===== src/rtl/compreng_sched_if.sv =====
// compreng_sched_if
//   Search-request and result handshakes of the compare-engine scheduler.
//   master : requester/consumer side (drives search request, result ready)
//   slave  : scheduler side (drives search ready, result valid/data/tag)
//   Search : i_Search_Valid, o_Search_Ready, i_Search_Vector[VTWID], i_Search_Tag[TAGWID]
//   Result : o_Result_Valid, i_Result_Ready, o_Result_Data[SEGWID], o_Result_Tag[TAGWID]
interface compreng_sched_if #(
    parameter int SEGWID = 10,
    parameter int VTWID  = 130,
    parameter int TAGWID = 4
);
    logic              i_Search_Valid;
    logic              o_Search_Ready;
    logic [VTWID-1:0]  i_Search_Vector;
    logic [TAGWID-1:0] i_Search_Tag;

    logic              o_Result_Valid;
    logic              i_Result_Ready;
    logic [SEGWID-1:0] o_Result_Data;
    logic [TAGWID-1:0] o_Result_Tag;

    modport master (
        output i_Search_Valid, i_Search_Vector, i_Search_Tag, i_Result_Ready,
        input  o_Search_Ready, o_Result_Valid, o_Result_Data, o_Result_Tag
    );

    modport slave (
        input  i_Search_Valid, i_Search_Vector, i_Search_Tag, i_Result_Ready,
        output o_Search_Ready, o_Result_Valid, o_Result_Data, o_Result_Tag
    );
endinterface


===== src/rtl/compreng_sched.sv =====
// compreng_sched
//   Search scheduler for the segment compare engine (fixed-latency, no stall,
//   no valid). Issues at most one search per cycle, tracks in-flight searches
//   in a shadow valid/tag pipe, pairs each engine result with its tag and
//   buffers it in a show-ahead FIFO. Credit control keeps FIFO pushes lossless.
//   Ports:
//     clk, rst        clock, synchronous active-high reset (shared with engine)
//     sif (slave)     search request and result handshakes
//     o_Eng_Vector    registered vector to engine (zero when nothing issued)
//     i_Eng_Result    engine result, ENG_LAT cycles after o_Eng_Vector
//     o_Inflight      searches issued but not yet pushed into the FIFO
//     o_Accept_Count  accepted searches, wrapping 16-bit count
//     o_Busy          anything in flight or buffered
module compreng_sched #(
    parameter int SEGWID  = 10,
    parameter int VTWID   = 130,
    parameter int ENG_LAT = 5,
    parameter int TAGWID  = 4,
    parameter int FIFODEP = 8,
    parameter int FAW     = 3
) (
    input  logic              clk,
    input  logic              rst,
    compreng_sched_if.slave   sif,
    output logic [VTWID-1:0]  o_Eng_Vector,
    input  logic [SEGWID-1:0] i_Eng_Result,
    output logic [2:0]        o_Inflight,
    output logic [15:0]       o_Accept_Count,
    output logic              o_Busy
);
    localparam int CNTW = FAW + 1;
    localparam int SUMW = FAW + 2;

    logic                accept;
    logic [ENG_LAT:0]    sh_v;
    logic [TAGWID-1:0]   sh_tag [ENG_LAT+1];
    logic                push;
    logic                pop;
    logic [FAW-1:0]      wr_ptr;
    logic [FAW-1:0]      rd_ptr;
    logic [CNTW-1:0]     fifo_cnt;
    logic [SEGWID-1:0]   mem_data [FIFODEP];
    logic [TAGWID-1:0]   mem_tag  [FIFODEP];
    logic [SUMW-1:0]     credit_used;

    // Searches still inside the engine hold a reserved FIFO slot, so the
    // exit push always finds room. A pop in the same cycle is not credited.
    always_comb begin
        credit_used        = SUMW'(fifo_cnt) + SUMW'(o_Inflight);
        sif.o_Search_Ready = !rst && (credit_used < SUMW'(FIFODEP));
    end

    assign accept = sif.i_Search_Valid && sif.o_Search_Ready;

    always_comb begin
        o_Inflight = '0;
        for (int unsigned i = 0; i <= ENG_LAT; i++) begin
            o_Inflight = o_Inflight + 3'(sh_v[i]);
        end
    end

    // Shadow valid pipe runs in lockstep with the engine registers; entry
    // ENG_LAT lines up with the result currently on i_Eng_Result.
    always_ff @(posedge clk) begin
        if (rst) begin
            sh_v           <= '0;
            o_Eng_Vector   <= '0;
            o_Accept_Count <= '0;
        end else begin
            sh_v         <= {sh_v[ENG_LAT-1:0], accept};
            o_Eng_Vector <= accept ? sif.i_Search_Vector : '0;
            if (accept) begin
                o_Accept_Count <= o_Accept_Count + 16'd1;
            end
        end
    end

    // Tags need no reset: they are qualified by sh_v.
    always_ff @(posedge clk) begin
        sh_tag[0] <= sif.i_Search_Tag;
        for (int unsigned i = 1; i <= ENG_LAT; i++) begin
            sh_tag[i] <= sh_tag[i-1];
        end
    end

    assign push = sh_v[ENG_LAT];
    assign pop  = sif.o_Result_Valid && sif.i_Result_Ready;

    // Pointers wrap naturally because FIFODEP == 2**FAW.
    always_ff @(posedge clk) begin
        if (rst) begin
            wr_ptr   <= '0;
            rd_ptr   <= '0;
            fifo_cnt <= '0;
        end else begin
            if (push) begin
                wr_ptr <= wr_ptr + FAW'(1);
            end
            if (pop) begin
                rd_ptr <= rd_ptr + FAW'(1);
            end
            if (push && !pop) begin
                fifo_cnt <= fifo_cnt + CNTW'(1);
            end else if (pop && !push) begin
                fifo_cnt <= fifo_cnt - CNTW'(1);
            end
        end
    end

    always_ff @(posedge clk) begin
        if (push) begin
            mem_data[wr_ptr] <= i_Eng_Result;
            mem_tag[wr_ptr]  <= sh_tag[ENG_LAT];
        end
    end

    assign sif.o_Result_Valid = (fifo_cnt != '0);
    assign sif.o_Result_Data  = mem_data[rd_ptr];
    assign sif.o_Result_Tag   = mem_tag[rd_ptr];
    assign o_Busy             = (o_Inflight != '0) || (fifo_cnt != '0);

    a_no_full_push: assert property (@(posedge clk) disable iff (rst)
        push |-> (fifo_cnt != CNTW'(FIFODEP)));

endmodule

===== src/flat_wrapper.sv =====
// flat-port wrapper written by rule: the top's interface ports become plain ports
module compreng_sched_flat 
#(
    parameter int SEGWID  = 10,
    parameter int VTWID   = 130,
    parameter int ENG_LAT = 5,
    parameter int TAGWID  = 4,
    parameter int FIFODEP = 8,
    parameter int FAW     = 3
)
  (clk, rst, o_Eng_Vector, i_Eng_Result, o_Inflight, o_Accept_Count, o_Busy, sif_i_Search_Valid, sif_i_Search_Vector, sif_i_Search_Tag, sif_i_Result_Ready, sif_o_Search_Ready, sif_o_Result_Valid, sif_o_Result_Data, sif_o_Result_Tag);
  compreng_sched_if #(.SEGWID(SEGWID), .VTWID(VTWID), .TAGWID(TAGWID)) sif_i ();
  input  logic clk;
  input  logic rst;
  output logic [VTWID-1:0] o_Eng_Vector;
  input  logic [SEGWID-1:0] i_Eng_Result;
  output logic [2:0] o_Inflight;
  output logic [15:0] o_Accept_Count;
  output logic o_Busy;
  input wire logic [$bits(sif_i.i_Search_Valid)-1:0] sif_i_Search_Valid;
  input wire logic [$bits(sif_i.i_Search_Vector)-1:0] sif_i_Search_Vector;
  input wire logic [$bits(sif_i.i_Search_Tag)-1:0] sif_i_Search_Tag;
  input wire logic [$bits(sif_i.i_Result_Ready)-1:0] sif_i_Result_Ready;
  output wire logic [$bits(sif_i.o_Search_Ready)-1:0] sif_o_Search_Ready;
  output wire logic [$bits(sif_i.o_Result_Valid)-1:0] sif_o_Result_Valid;
  output wire logic [$bits(sif_i.o_Result_Data)-1:0] sif_o_Result_Data;
  output wire logic [$bits(sif_i.o_Result_Tag)-1:0] sif_o_Result_Tag;
  assign sif_i.i_Search_Valid = sif_i_Search_Valid;
  assign sif_i.i_Search_Vector = sif_i_Search_Vector;
  assign sif_i.i_Search_Tag = sif_i_Search_Tag;
  assign sif_i.i_Result_Ready = sif_i_Result_Ready;
  assign sif_o_Search_Ready = sif_i.o_Search_Ready;
  assign sif_o_Result_Valid = sif_i.o_Result_Valid;
  assign sif_o_Result_Data = sif_i.o_Result_Data;
  assign sif_o_Result_Tag = sif_i.o_Result_Tag;
  compreng_sched #(.SEGWID(SEGWID), .VTWID(VTWID), .ENG_LAT(ENG_LAT), .TAGWID(TAGWID), .FIFODEP(FIFODEP), .FAW(FAW)) u_core (.clk(clk), .rst(rst), .sif(sif_i), .o_Eng_Vector(o_Eng_Vector), .i_Eng_Result(i_Eng_Result), .o_Inflight(o_Inflight), .o_Accept_Count(o_Accept_Count), .o_Busy(o_Busy));
endmodule

===== config.mk =====
export PLATFORM = sky130hd
export DESIGN_NAME = compreng_sched_flat
export DESIGN_NICKNAME = d
export VERILOG_FILES = /design/src/rtl/compreng_sched_if.sv /design/src/rtl/compreng_sched.sv /design/src/flat_wrapper.sv
export SDC_FILE = /design/constraint.sdc
export NUM_CORES = 1
export LEC_CHECK = 0
export CELL_PAD_IN_SITES_DETAIL_PLACEMENT = 0
export CELL_PAD_IN_SITES_GLOBAL_PLACEMENT = 1
export CORE_UTILIZATION = 37
export DETAILED_ROUTE_END_ITERATION = 6
export PLACE_DENSITY = 0.91
export SYNTH_ARGS = -nofsm -noshare
export SYNTH_HDL_FRONTEND = slang
export SYNTH_SLANG_ARGS = --single-unit

===== constraint.sdc =====
create_clock -name clk -period 3.88 [get_ports clk]
set_input_delay 0.776 -clock clk [delete_from_list [all_inputs] [get_ports clk]]
set_output_delay 0.776 -clock clk [all_outputs]
set_load 0.01 [all_outputs]

; Yosys cells after proc, flatten, opt, wreduce, memory -nomap -nowiden
; Memory sizes are Yosys's and may differ from the RTL's. A register that Yosys moved wholly into a read port is not among the register bits.
; Index checks and enable logic that the tools add are counted.
[word_totals]
n_memories = 3
inputBits = 148
ff_bits = 162
word_cells = 43
ram_bits = 136
[memory_table]
columns = name, depth, word_bits, rd, rd_ports_with_merged_regs, write_ports, line_no
row1 = u_core.mem_data, 8, 10, 1, 1, 1, compreng_sched.sv:42  ; logic [SEGWID-1:0] mem_data [FIFODEP];
row2 = u_core.mem_tag, 8, 4, 1, 1, 1, compreng_sched.sv:43  ; logic [TAGWID-1:0] mem_tag [FIFODEP];
row3 = u_core.sh_tag, 6, 4, 6, 0, 6, compreng_sched.sv:36  ; logic [TAGWID-1:0] sh_tag [ENG_LAT+1];
[op_classes]
bitwise = 1
n_addsub = 11
magnitude_cmp = 1
muxes = 8
n_reduce_logical = 13
[ops]
columns = op, count
row1 = "16-bit by 1-bit adder with 16-bit output, second input constant", 1
row2 = 3-bit by 1-bit adder with 3-bit output, 4
row3 = 3-bit two-way mux, 4
row4 = 4-bit two-way mux, 2
row5 = "3-bit by 1-bit adder with 3-bit output, second input constant", 2
row6 = 4-bit by 3-bit adder with 5-bit output, 1
row7 = 1-bit logical AND, 5
row8 = "5-bit by 4-bit < comparator with 1-bit output, second input constant", 1
row9 = "4-bit by 1-bit adder with 4-bit output, second input constant", 1
row10 = 4-bit nonzero test, 1
row11 = "4-bit by 1-bit subtractor with 4-bit output, second input constant", 1
row12 = 1-bit zero test, 3
row13 = 3-bit nonzero test, 1
row14 = 1-bit by 1-bit adder with 2-bit output, 1
row15 = 1-bit two-way mux, 2
row16 = 2-bit nonzero test, 1
row17 = 2-bit OR reduction, 1
row18 = 1-bit logical OR, 1
row19 = 1-bit inverter, 1

; Logic depth before layout (Yosys ltp)
; Gate-level depths: netlist of run 1.
[logic_depth]
ltp_word = 11
mapped_depth = 13
ltp_nobuf = 12

; Worst setup path after synthesis of run 1
; No wires, ideal clock.
[synth_timing]
kind = register -> output
startpoint = reg u_core.sh_v[0]
endpoint = out sif_o_Search_Ready
slack_ps = 305
t_arrival_ps = 2799
n_path_buf = 0
path_stages_with_launch = 11
path_cell_list = dfxtp_1 ha_1 inv_1 fa_1 fa_1 fa_1 inv_1 ha_1 nand4b_1 nand2_1 nor4_1
[synth_between]
elab_chain_len = 8
[synth_lines]
columns = element, line_no
row1 = from (decl), compreng_sched.sv:35  ; logic [ENG_LAT:0] sh_v;
row2 = from (signal assigned), compreng_sched.sv:70  ; sh_v <= {sh_v[ENG_LAT-1:0], accept};
row3 = 1-bit by 1-bit adder with 2-bit output, compreng_sched.sv:58  ; o_Inflight = o_Inflight + 3'(sh_v[i]);
row4 = 3-bit by 1-bit adder with 3-bit output (4 in series), compreng_sched.sv:58
row5 = net o_Inflight[1], flat_wrapper.sv:17  ; output logic [2:0] o_Inflight;
row6 = 4-bit by 3-bit adder with 5-bit output, compreng_sched.sv:49  ; credit_used = SUMW'(fifo_cnt) + SUMW'(o_Inflight);
row7 = 5-bit by 4-bit < comparator with 1-bit output, compreng_sched.sv:50  ; sif.o_Search_Ready = !rst && (credit_used < SUMW'(FIFODEP));
row8 = 1-bit logical AND, compreng_sched.sv:50
row9 = to (decl), flat_wrapper.sv:24  ; output wire logic [$bits(sif_i.o_Search_Ready)-1:0] sif_o_Search_Ready;
; The timed path passes the listed nets, and every way through them passes these cells.

; Worst setup path after layout of run 1
[layout_timing]
startpoint = reg u_core.sh_v[1]
endpoint = out o_Busy
[layout_between]
elab_chain_len = 7
[layout_lines]
columns = element, line_no
row1 = 1-bit by 1-bit adder with 2-bit output, compreng_sched.sv:58
row2 = 3-bit by 1-bit adder with 3-bit output (4 in series), compreng_sched.sv:58
row3 = 3-bit nonzero test, compreng_sched.sv:120  ; assign o_Busy = (o_Inflight != '0) || (fifo_cnt != '0);
row4 = 1-bit logical OR, compreng_sched.sv:120
row5 = to (decl), flat_wrapper.sv:19  ; output logic o_Busy;
; No other way between the ends.

==> metrics.yaml, run 1 <==
internal_power_mw: 6.16
synth.most_common_cell: "dfxtp_1"
cts_inserted_buffers: 34
synth_nets: 812
die_w_um: 165
synth_top_area_cell: "dfxtp_1"
async_flop_share_pct: 0
clock_skew_ns: 0.0127
use_met3_pct: 9.47
die-area_sq_um: 27300
initial_utilization_pct: 37.8
ant_nets: 0
routed_via_density: 4.56
ctsHoldBuffers: 0
worstSetupPathType: "register to output port"
max_freq_mhz: 250
yosysSeqAreaShare_pct: 72.6
ys_types: 36
layout.nets: 1151
cp.arrival_ns: 3.23
timing.hold.worst_path_depth: 0
grt_pass1_vias: 6357
ir_worst_vdd_v: 0.000449
synthTopCellsByArea: "dfxtp_1 38%, edfxtp_1 34%, and2_1 8.3%"
yosys_warnings: 0
core_area_sq_um: 26100
grt_setup_unrepaired: "yes"
whs_endpoint: "u_core.sh_tag[4][3]"
insertion_delay_ns: 0.50
via_count: 6167
end_kind: "output port"
power.share.sequential_pct: 44.4
p_total_mw: 7.92
tightest_slew_ns: 0.760
cp_top_family: "adder cells"
grt_usage_pct: 17.9
overflow: 0
finalWirelength_um: 24700
dpl.hpwl_um: 17200
setup_viol: 2
p_leak_nw: 5.30
clkPwrFrac_pct: 41.1
synthCells: 651
hold_path_startpoint: "u_core.sh_tag[3][3]"
switchingPower_mw: 1.76
die_h_um: 165
drcViolationCount: 0
period_share_pct: 103
clockBufferDepth: 3
placed_cells: 1287
syn_avg_cell_area_sq_um: 15.1
yosysTopAreaCellShare_pct: 38.4
worstRegToRegCells: 13
io_buffers: 313
path_clk_slew_ns: 0.06
report.final.slew_viol_count: 0
violations: "setup timing"
r2r_start: "u_core.sh_v[1]"
syn_area_sq_um: 9850
synth_edf_count: 112
slowest_stage: "or4_1"
max_slew_margin_pct: 49.3
gr-usage-met2_pct: 30.4
crit_path_max_incr_delay_ns: 0.50
clockRootBuffer: "clkbuf_16"
drive_gt1_share_pct: 13.2
p_comb_share_pct: 14.5
syn_to_final_growth_pct: 48.8
numClockSinks: 301
path_cells: "ha_4 -> inv_2 -> fa_1 -> fa_2 -> fa_1 -> inv_2 -> buf_6 -> or4_1 -> buf_2"
hold_violations: 0
crit_fanout: 2
powerDensity_nw_per_um2: 540
drt_iter0_drc: 349
fp-row-count: 59
grt_pass1_wl_um: 36300
final_cells: 1352
gp_congestion: 0.804
fillers: 2070
dp_slack_ns: -0.0863
antenna_found_initial: 3
cp_data_required_time_ns: 3.10
synth_ff_type: "dfxtp_1"
htreeDepth: 2
status: "finished, violations left"
r2r-end: "u_core.o_Eng_Vector[100]"
worstHoldPathType: "register to register"
swShare_pct: 22.2
wl_per_cell_um: 18.3
met1_usage_pct: 19.0
period_needed_ns: 4.00
max_cap_viol_count: 0
crit_path_start_kind: "register"
busiest_layer: "met2"
timing.final.ws_setup_ns: -0.125
grt_max_degree: 78
ios: 314
cts_tree: "yes"
drt-pass1-iter-count: 4
ys_seq_elements: 301
synth_commonest_cells: "189 x dfxtp_1, 130 x and2_1, 112 x edfxtp_1, 28 x mux4_2, 24 x clkbuf_1"
r2r_slack_ns: 0.36
path_buf_inv: 4
power groups by stage:
stage	registers (mW)	clock network, mW	logic (mW)
2_1_floorplan	3.59	0	0.546
5_1_grt	3.54	3.45	1.25
4_1_cts	3.52	3.32	1.16
3_5_place_dp	3.58	0	1.16
6_report	3.52	3.25	1.15
3_3_place_gp	3.58	0	1.15
flip-flops by register name, summed over array words and instances (netlist names), named ones only:
signal / cells
u_core.o_Accept_Count: 16
u_core.fifo_cnt: 4
u_core.mem_data: 80
u_core.sh_tag: 24
u_core.rd_ptr: 3
u_core.mem_tag: 32
u_core.o_Eng_Vector: 130
u_core.sh_v: 6
u_core.wr_ptr: 3
worst max-delay path by stage:
stage | start | endpoint | slack, ns | depth (start not counted)
3_5_place_dp | u_core.sh_v[0] | sif_o_Search_Ready | -0.09 | 11
6_report | u_core.sh_v[1] | o_Busy | -0.12 | 9
2_1_floorplan | u_core.sh_v[0] | sif_o_Search_Ready | 0.30 | 10
4_1_cts | u_core.sh_v[1] | o_Busy | -0.15 | 9
3_3_place_gp | u_core.sh_v[0] | sif_o_Search_Ready | -0.08 | 11
5_1_grt | u_core.sh_v[1] | o_Busy | -0.20 | 9
cells in the final DEF (no fill, tap or decap), drive strengths merged, types with 3 or more instances in the layout:
cell             n
a21oi           15
and2           130
buf             24
bufinv           4
clkbuf          49
clkdlybuf4s50  310
clkinv           5
dfxtp          189
diode            3
edfxtp         112
fa               4
ha               9
inv             14
mux2            15
mux2i            3
mux4            28
nand2           16
nand2b           4
nand3            8
nand4            3
nor2            23
nor2b            3
nor4             3
o21ai            3
o31ai            8
or3              3
or4             10
xnor2            4
xor2             4
stage by stage:
step	setup TNS, ns	utilization [%]	instance area (sq um)	hold WS (ns)
after floorplan	0	-	9850	0.310
after global placement	-0.0797	51.6	13500	0.313
after detailed placement	-0.112	51.6	13500	0.312
after CTS	-0.242	56.2	14600	0.326
after global routing	-0.339	56.2	14700	0.327
final	-0.152	56.2	14700	0.321
layout make-up:
type / count / area (sq um) / share of cell area (%)
Inverter: 12 / 46.3 / 0.316
Multi-Input combinational cell: 307 / 2560 / 17.5
Sequential cell: 301 / 7150 / 48.8
Clock buffer: 49 / 981 / 6.69
Clock inverter: 11 / 169 / 1.15
Antenna cell: 3 / 7.51 / 0.0512
Timing Repair Buffer: 334 / 3320 / 22.6
Tap cell: 335 / 419 / 2.86
per-layer routing:
layer / up-vias / wire length [um] / part of all wire [%]
met2: 219 / 12500 / 51
met5: - / 0 / 0
li1: 2962 / - / -
met3: 38 / 2820 / 11
met1: 2948 / 8960 / 36
met4: 0 / 461 / 1.9
timing repair:
item | in CTS | in global routing
buffers inserted | 1 | 1
setup endpoints to repair | 3 | 2
resized for setup | 18 | 2
pin swaps | 0 | 0
worst register-to-register path: stages, from the launching register on:
cell and delay, ns:
dfxtp_2 0.33, ha_4 0.26, inv_2 0.03, fa_1 0.45
fa_2 0.35, fa_1 0.50, inv_2 0.06, ha_4 0.25
nand4b_1 0.11, buf_4 0.17, nand3_2 0.21, clkinv_2 0.21
buf_12 0.22, and2_1 0.25
cell families after synthesis:
family                   after synthesis  synth area share [%]
buffers and inverters                 43                  1.85
AND/OR/NAND/NOR                      210                  12.7
AO/OA/AOI/OAI                         30                  1.85
flip-flops                           301                  72.6
multiplexers                          46                  8.42
XOR/XNOR                               8                 0.711
adder cells (fa/ha/maj)               13                  1.96
No activity file was read; power rests on OpenSTA's default activity.
==> run 2, diff against run 1 <==
Settings changed: PLACE_DENSITY 0.91 to not set, PLACE_DENSITY_LB_ADDON set to 0.1.
==> run 2 against run 1 <==
  * The flow still finishes with violations (setup timing)
  * Clock-buffer cell count is 5 higher
  * Sequential share of layout area is 0.15 points higher
  * Clock skew is 0.0063 ns lower
  * Utilization is 0.17 points lower
  * Clock power is 4% lower
  * Routed wire length is 0.36% higher
  * Combinational power hardly changed
  * Non-clock buffer count is 5 lower
  * Maximum frequency is 1.1% higher
==> metrics.yaml, run 2 (synthesis gave the netlist of run 1 again) <==
path_cells: "ha_4 -> inv_2 -> fa_1 -> fa_2 -> fa_1 -> inv_2 -> buf_6 -> or4_4 -> buf_6"
slowest_stage: "fa_1"
cp_data_required_time_ns: 3.10  # about the same
core_area_sq_um: 26100  # unchanged
p_total_mw: 7.80  # -1.5%
die-area_sq_um: 27300  # unchanged
worstSetupPathType: "register to output port"
multi_input_area_sq_um: 2590  # +0.98%
period_share_pct: 102  # -1.1 points
most-common-layout-cells: "310 x clkdlybuf4s50_1, 186 x dfxtp_1, 130 x and2_1"
ctsHoldBuffers: 0  # unchanged
fillers: 2168  # +4.7%
antenna_found_initial: 1  # -2
crit_path_start_kind: "register"
ios: 314  # unchanged
finalWirelength_um: 24800  # +0.36%
grt_usage_pct: 18.4  # +0.50 points
worstHoldPathType: "register to register"
die_h_um: 165  # unchanged
report.final.slew_viol_count: 0  # unchanged
initial_utilization_pct: 37.8  # unchanged
path_clk_slew_ns: 0.06  # about the same
placed_cells: 1284  # -0.23%
final_cells: 1346  # -0.44%
post_cts_buffers: 0  # -1
setup_viol: 2  # unchanged
wl_per_cell_um: 18.5  # +0.81%
timing.final.ws_setup_ns: -0.0805  # +0.0444 ns
p_leak_nw: 5.26  # -0.69%
cp_top_family: "adder cells"
regMostFlops: "u_core.o_Eng_Vector"
layout.nets: 1146  # -0.43%
cp.arrival_ns: 3.18  # -0.05 ns
htreeDepth: 2  # unchanged
period_needed_ns: 3.96  # -0.0444 ns
ff_latch_area_sq_um: 7150  # unchanged
max_freq_mhz: 252  # +1.1%
crit_path_max_incr_delay_ns: 0.50  # about the same
io_buffers: 313  # unchanged
dpl.hpwl_um: 17200  # +0.29%
routed_via_density: 4.52  # -0.82%
cts_inserted_buffers: 34  # unchanged
drcViolationCount: 0  # unchanged
clock_skew_ns: 0.00641  # -0.00631 ns
cts_tree: "yes"
diodes: 0  # -3
via_count: 6089  # -1.3%
hold_violations: 0  # unchanged
ant_nets: 0  # unchanged
status: "finished, violations left"
drt-pass1-iter-count: 4  # unchanged
clockRootBuffer: "clkbuf_16"
grt_setup_unrepaired: "yes"
crit_fanout: 2  # unchanged
holdWs_ns: 0.323  # +0.00211 ns
drive_gt1_share_pct: 13.5  # +0.24 points
layout_commonest_cell: "clkdlybuf4s50_1"
max_slew_margin_pct: 37.0  # -12 points
powerDensity_nw_per_um2: 534  # -1.2%
gp_congestion: 0.766  # -4.8%
clockBufferDepth: 3  # unchanged
numClockSinks: 301  # unchanged
ir_worst_vdd_v: 0.000343  # -24%
grt_pass1_vias: 6151  # -3.2%
grt_pass1_wl_um: 36800  # +1.4%
max_cap_viol_count: 0  # unchanged
largest_register_ffs: 130  # unchanged
end_kind: "output port"
r2r_slack_ns: 0.36  # about the same
syn_to_final_growth_pct: 48.3
fp-row-count: 59  # unchanged
largest_registers: "u_core.o_Eng_Vector (130), u_core.mem_data (80), u_core.mem_tag (32)"
grt_max_degree: 64  # -18%
violations: "setup timing"
insertion_delay_ns: 0.49  # about the same
overflow: 0  # unchanged
tightest_slew_ns: 0.944  # +0.184 ns
drt_iter0_drc: 283  # -19%
die_w_um: 165  # unchanged
path_buf_inv: 4  # unchanged
==> run 2: changes by cell type in the layout (fill, tap and decap cells not counted), sizes merged <==
cell	change
bufinv	-4
inv	-2
dlygate4sd2	+1
diode	-3
clkbuf	+5
buf	-6
clkinv	+3
==> run 2: area by class of cell <==
type	instances	area share, %
multi-input combinational	307	17.7
timing repair buffer	329	22.5
clock inverter	8	0.265
tap	335	2.87
sequential	301	48.9
clock buffer	54	7.39
inverter	12	0.308
==> run 2: report_power, final <==
group          switching, mW  internal, mW
Combinational          0.462         0.719
Clock                   1.20          1.91
Sequential            0.0845          3.42
==> run 2: path summary, 6_finish.rpt <==
kind,startpoint,to,cells past startpoint
worst max register to register,u_core.sh_v[0],u_core.o_Accept_Count[9],12
worst min register to register,u_core.sh_tag[4][1],u_core.sh_tag[5][1],0
worst min-delay path,u_core.sh_tag[4][1],u_core.sh_tag[5][1],0
worst max-delay path,u_core.sh_v[0],o_Busy,9
==> run 2: worst reg2reg max path: stages, from the launching register on <==
cell      delay (ns)
dfxtp_2         0.33
ha_4            0.25
inv_2           0.03
fa_1            0.45
fa_2            0.35
fa_1            0.50
inv_2           0.06
ha_4            0.20
nand4b_1        0.11
buf_4           0.13
nand3_2         0.27
or4_1           0.61
a21oi_1         0.16
==> run 2: metal layers <==
layer / vias up / part of all wire [%] / track usage, %
met1: 2906 / 38 / 20.9
met4: 2 / 1.6 / 5.09
met5: - / 0.052 / 0
met3: 36 / 10 / 8.92
met2: 205 / 50 / 30.7
li1: 2940 / - / -
==> run 2: repair_timing <==
action                                 CTS  global route
pin swaps                                0             1
resized for setup                       18             3
setup endpoints to repair                4             2
endpoints found under the hold margin    0             0
==> run 2: stage by stage <==
stage | TNS (ns) | utilization, % | worst slack (ns) | cell area [sq um]
after floorplan | 0 | - | 0.305 | 9850
after global placement | -0.146 | 51.6 | -0.125 | 13500
after detailed placement | -0.189 | 51.6 | -0.130 | 13500
after CTS | -0.321 | 56.0 | -0.166 | 14600
after global routing | -0.344 | 56.1 | -0.180 | 14600
final | -0.129 | 56.1 | -0.0805 | 14600
==> run 3, diff against run 2 <==
Settings changed: CORE_UTILIZATION 37 to 35.
==> run 3 against run 2 <==
  * The run still ends with setup timing left
  * Clock-buffer cell count decreased by 2
  * Non-clock buffer count fell by 1
  * Setup slack lost 0.085 ns
  * Clock skew is 0.010 ns higher
  * Sequential power about the same
  * Maximum frequency decreased by 2.1%
  * Largest cell class unchanged
  * Highest routed layer is now met4
==> metrics.yaml, run 3 (synthesis gave the netlist of run 1 again) <==
status: "finished, violations left"
violations: "setup timing"
cts_tree: "yes"
finalWirelength_um: 24800  # about the same
hold_path_startpoint: "u_core.sh_tag[1][2]"
drt-pass1-iter-count: 4  # unchanged
cp.arrival_ns: 3.27  # +0.09 ns
path_cells: "ha_4 -> inv_2 -> fa_1 -> fa_2 -> fa_1 -> inv_2 -> buf_4 -> or4_1 -> buf_2"
tightest_slew_ns: 0.954  # +0.00969 ns
core_area_sq_um: 27700  # +6.3%
initial_utilization_pct: 35.6  # -2.2 points
p_total_mw: 7.78  # -0.21%
die-area_sq_um: 28800  # +5.6%
final_cell_area_sq_um: 14700  # +0.33%
path_buf_inv: 4  # unchanged
regMostFlops: "u_core.o_Eng_Vector"
via_count: 6073  # -0.26%
switchingPower_mw: 1.76  # +0.69%
htreeDepth: 2  # unchanged
worstSetupPathType: "register to output port"
clockBufferDepth: 3  # unchanged
drcViolationCount: 0  # unchanged
grt_max_degree: 35  # -45%
ios: 314  # unchanged
grt_pass1_wl_um: 36900  # +0.23%
period_needed_ns: 4.05  # +0.0851 ns
antenna_found_initial: 3  # +2
worstRegToRegCells: 13  # +1
clockRootBuffer: "clkbuf_16"
swShare_pct: 22.7  # +0.20 points
max_cap_viol_count: 0  # unchanged
crit_path_max_incr_delay_ns: 0.51  # about the same
gp_congestion: 0.743  # -2.9%
report.final.slew_viol_count: 0  # unchanged
r2r_start: "u_core.sh_v[1]"
most-common-layout-cells: "309 x clkdlybuf4s50_1, 186 x dfxtp_1, 130 x and2_1"
fin_tns_setup_ns: -0.310  # -0.181 ns
layout.nets: 1145  # -0.087%
ctsHoldBuffers: 0  # unchanged
grt_pass1_vias: 6160  # +0.15%
period_share_pct: 104  # +2.2 points
end_kind: "output port"
fillers: 2359  # +8.8%
max_slew_margin_pct: 36.4  # -0.65 points
grt_setup_unrepaired: "yes"
cp_top_family: "adder cells"
crit_path_start_kind: "register"
crit_cells: 9  # unchanged
routed_via_density: 4.37  # -3.4%
drt_iter0_drc: 303  # +7.1%
ff_latch_area_sq_um: 7150  # unchanged
internal_power_mw: 6.02  # -0.47%
crit_fanout: 2  # unchanged
multi_input_area_sq_um: 2590  # about the same
worstHoldPathType: "register to register"
drive_gt1_share_pct: 12.7  # -0.77 points
p_leak_nw: 5.24  # -0.39%
ir_worst_vdd_v: 0.000355  # +3.7%
wl_per_cell_um: 17.9  # -3.2%
final_cells: 1390  # +3.3%
hold_violations: 0  # unchanged
slowest_stage: "fa_1"
placed_cells: 1326  # +3.3%
cp_data_required_time_ns: 3.10  # about the same
timing.final.ws_setup_ns: -0.166  # -0.0851 ns
p_comb_share_pct: 15.0  # -0.2 points
insertion_delay_ns: 0.50  # about the same
numClockSinks: 301  # unchanged
die_w_um: 170  # +2.8%
utilization_pct: 52.9  # -3.2 points
layout_commonest_cell: "clkdlybuf4s50_1"
max_freq_mhz: 247  # -2.1%
cts_inserted_buffers: 34  # unchanged
path_clk_slew_ns: 0.06  # about the same
die_h_um: 170  # +2.8%
largest_register_ffs: 130  # unchanged
ant_nets: 0  # unchanged
grt_usage_pct: 17.4  # -0.99 points
powerDensity_nw_per_um2: 531  # -0.54%
power.share.sequential_pct: 45.2  # +0.3 points
clock_skew_ns: 0.0168  # +0.0104 ns
io_buffers: 313  # unchanged
clkPwrFrac_pct: 39.8  # about the same
place_area_sq_um: 13500  # +0.58%
dpl.hpwl_um: 17300  # +0.67%
timing.hold.worst_path_depth: 0  # unchanged
largest_registers: "u_core.o_Eng_Vector (130), u_core.mem_data (80), u_core.mem_tag (32)"
fp-row-count: 61  # +3.4%
post_cts_buffers: 0  # unchanged
cp-startpoint: "u_core.sh_v[1]"
setup_viol: 2  # unchanged
syn_to_final_growth_pct: 48.8
overflow: 0  # unchanged
run 3: changes by cell type in the layout (fill, tap and decap cells not counted), sizes merged:
cell,previous run,this run
diode,0,3
clkbuf,54,52
clkinv,8,6
clkinvlp,0,2
buf,18,17
bufinv,0,1
clkdlybuf4s50,310,309
dlymetal6s2s,0,1
run 3: final timing paths:
kind / to / slack (ns)
max reg2reg: u_core.o_Accept_Count[7] / 0.41
min: u_core.sh_tag[2][2] / 0.32
min reg2reg: u_core.sh_tag[2][2] / 0.32
max: o_Busy / -0.17
run 3: stage by stage:
step                      setup WS (ns)  hold WS (ns)
final                            -0.166         0.317
after CTS                        -0.258         0.319
after floorplan                   0.305         0.310
after global placement           -0.112         0.310
after detailed placement         -0.160         0.312
after global routing             -0.274         0.331
run 3: worst reg2reg max path, cell delays in order (launching register included):
cell,delay [ns]
dfxtp_2,0.33
ha_4,0.26
inv_2,0.03
fa_1,0.48
fa_2,0.39
fa_1,0.51
inv_2,0.05
ha_4,0.20
nand4b_1,0.11
buf_4,0.13
nand3_2,0.07
buf_4,0.19
or4_1,0.51
a21oi_1,0.15
run 3: repair_timing:
item | 4_1_cts | 5_1_grt
setup endpoints to repair | 4 | 3
resized for setup | 15 | 3
pin swaps | 3 | 0
run 3: cell type report:
type | count | share of cell area, %
sequential | 301 | 48.8
timing repair buffer | 328 | 22.5
multi-input combinational | 307 | 17.7
clock buffer | 52 | 6.97
tap | 378 | 3.23
clock inverter | 9 | 0.486
inverter | 12 | 0.307
antenna | 3 | 0.0512
run 3: routing by layer:
metal | part of all wire (%) | global-route usage, % | vias to the layer above | wire, um
li1 | - | - | 2948 | -
met1 | 36 | 18.5 | 2888 | 9010
met2 | 50 | 29.5 | 202 | 12500
met3 | 11 | 8.93 | 35 | 2770
met4 | 2.1 | 6.54 | 0 | 531
met5 | 0 | 0 | - | 0
run 3: power by group through the flow:
stage,combinational (mW),sequential [mW],clock (mW)
floorplan,0.546,3.59,0
global placement,1.20,3.58,0
detailed placement,1.19,3.58,0
CTS,1.19,3.52,3.18
global route,1.27,3.54,3.29
finish,1.17,3.52,3.09
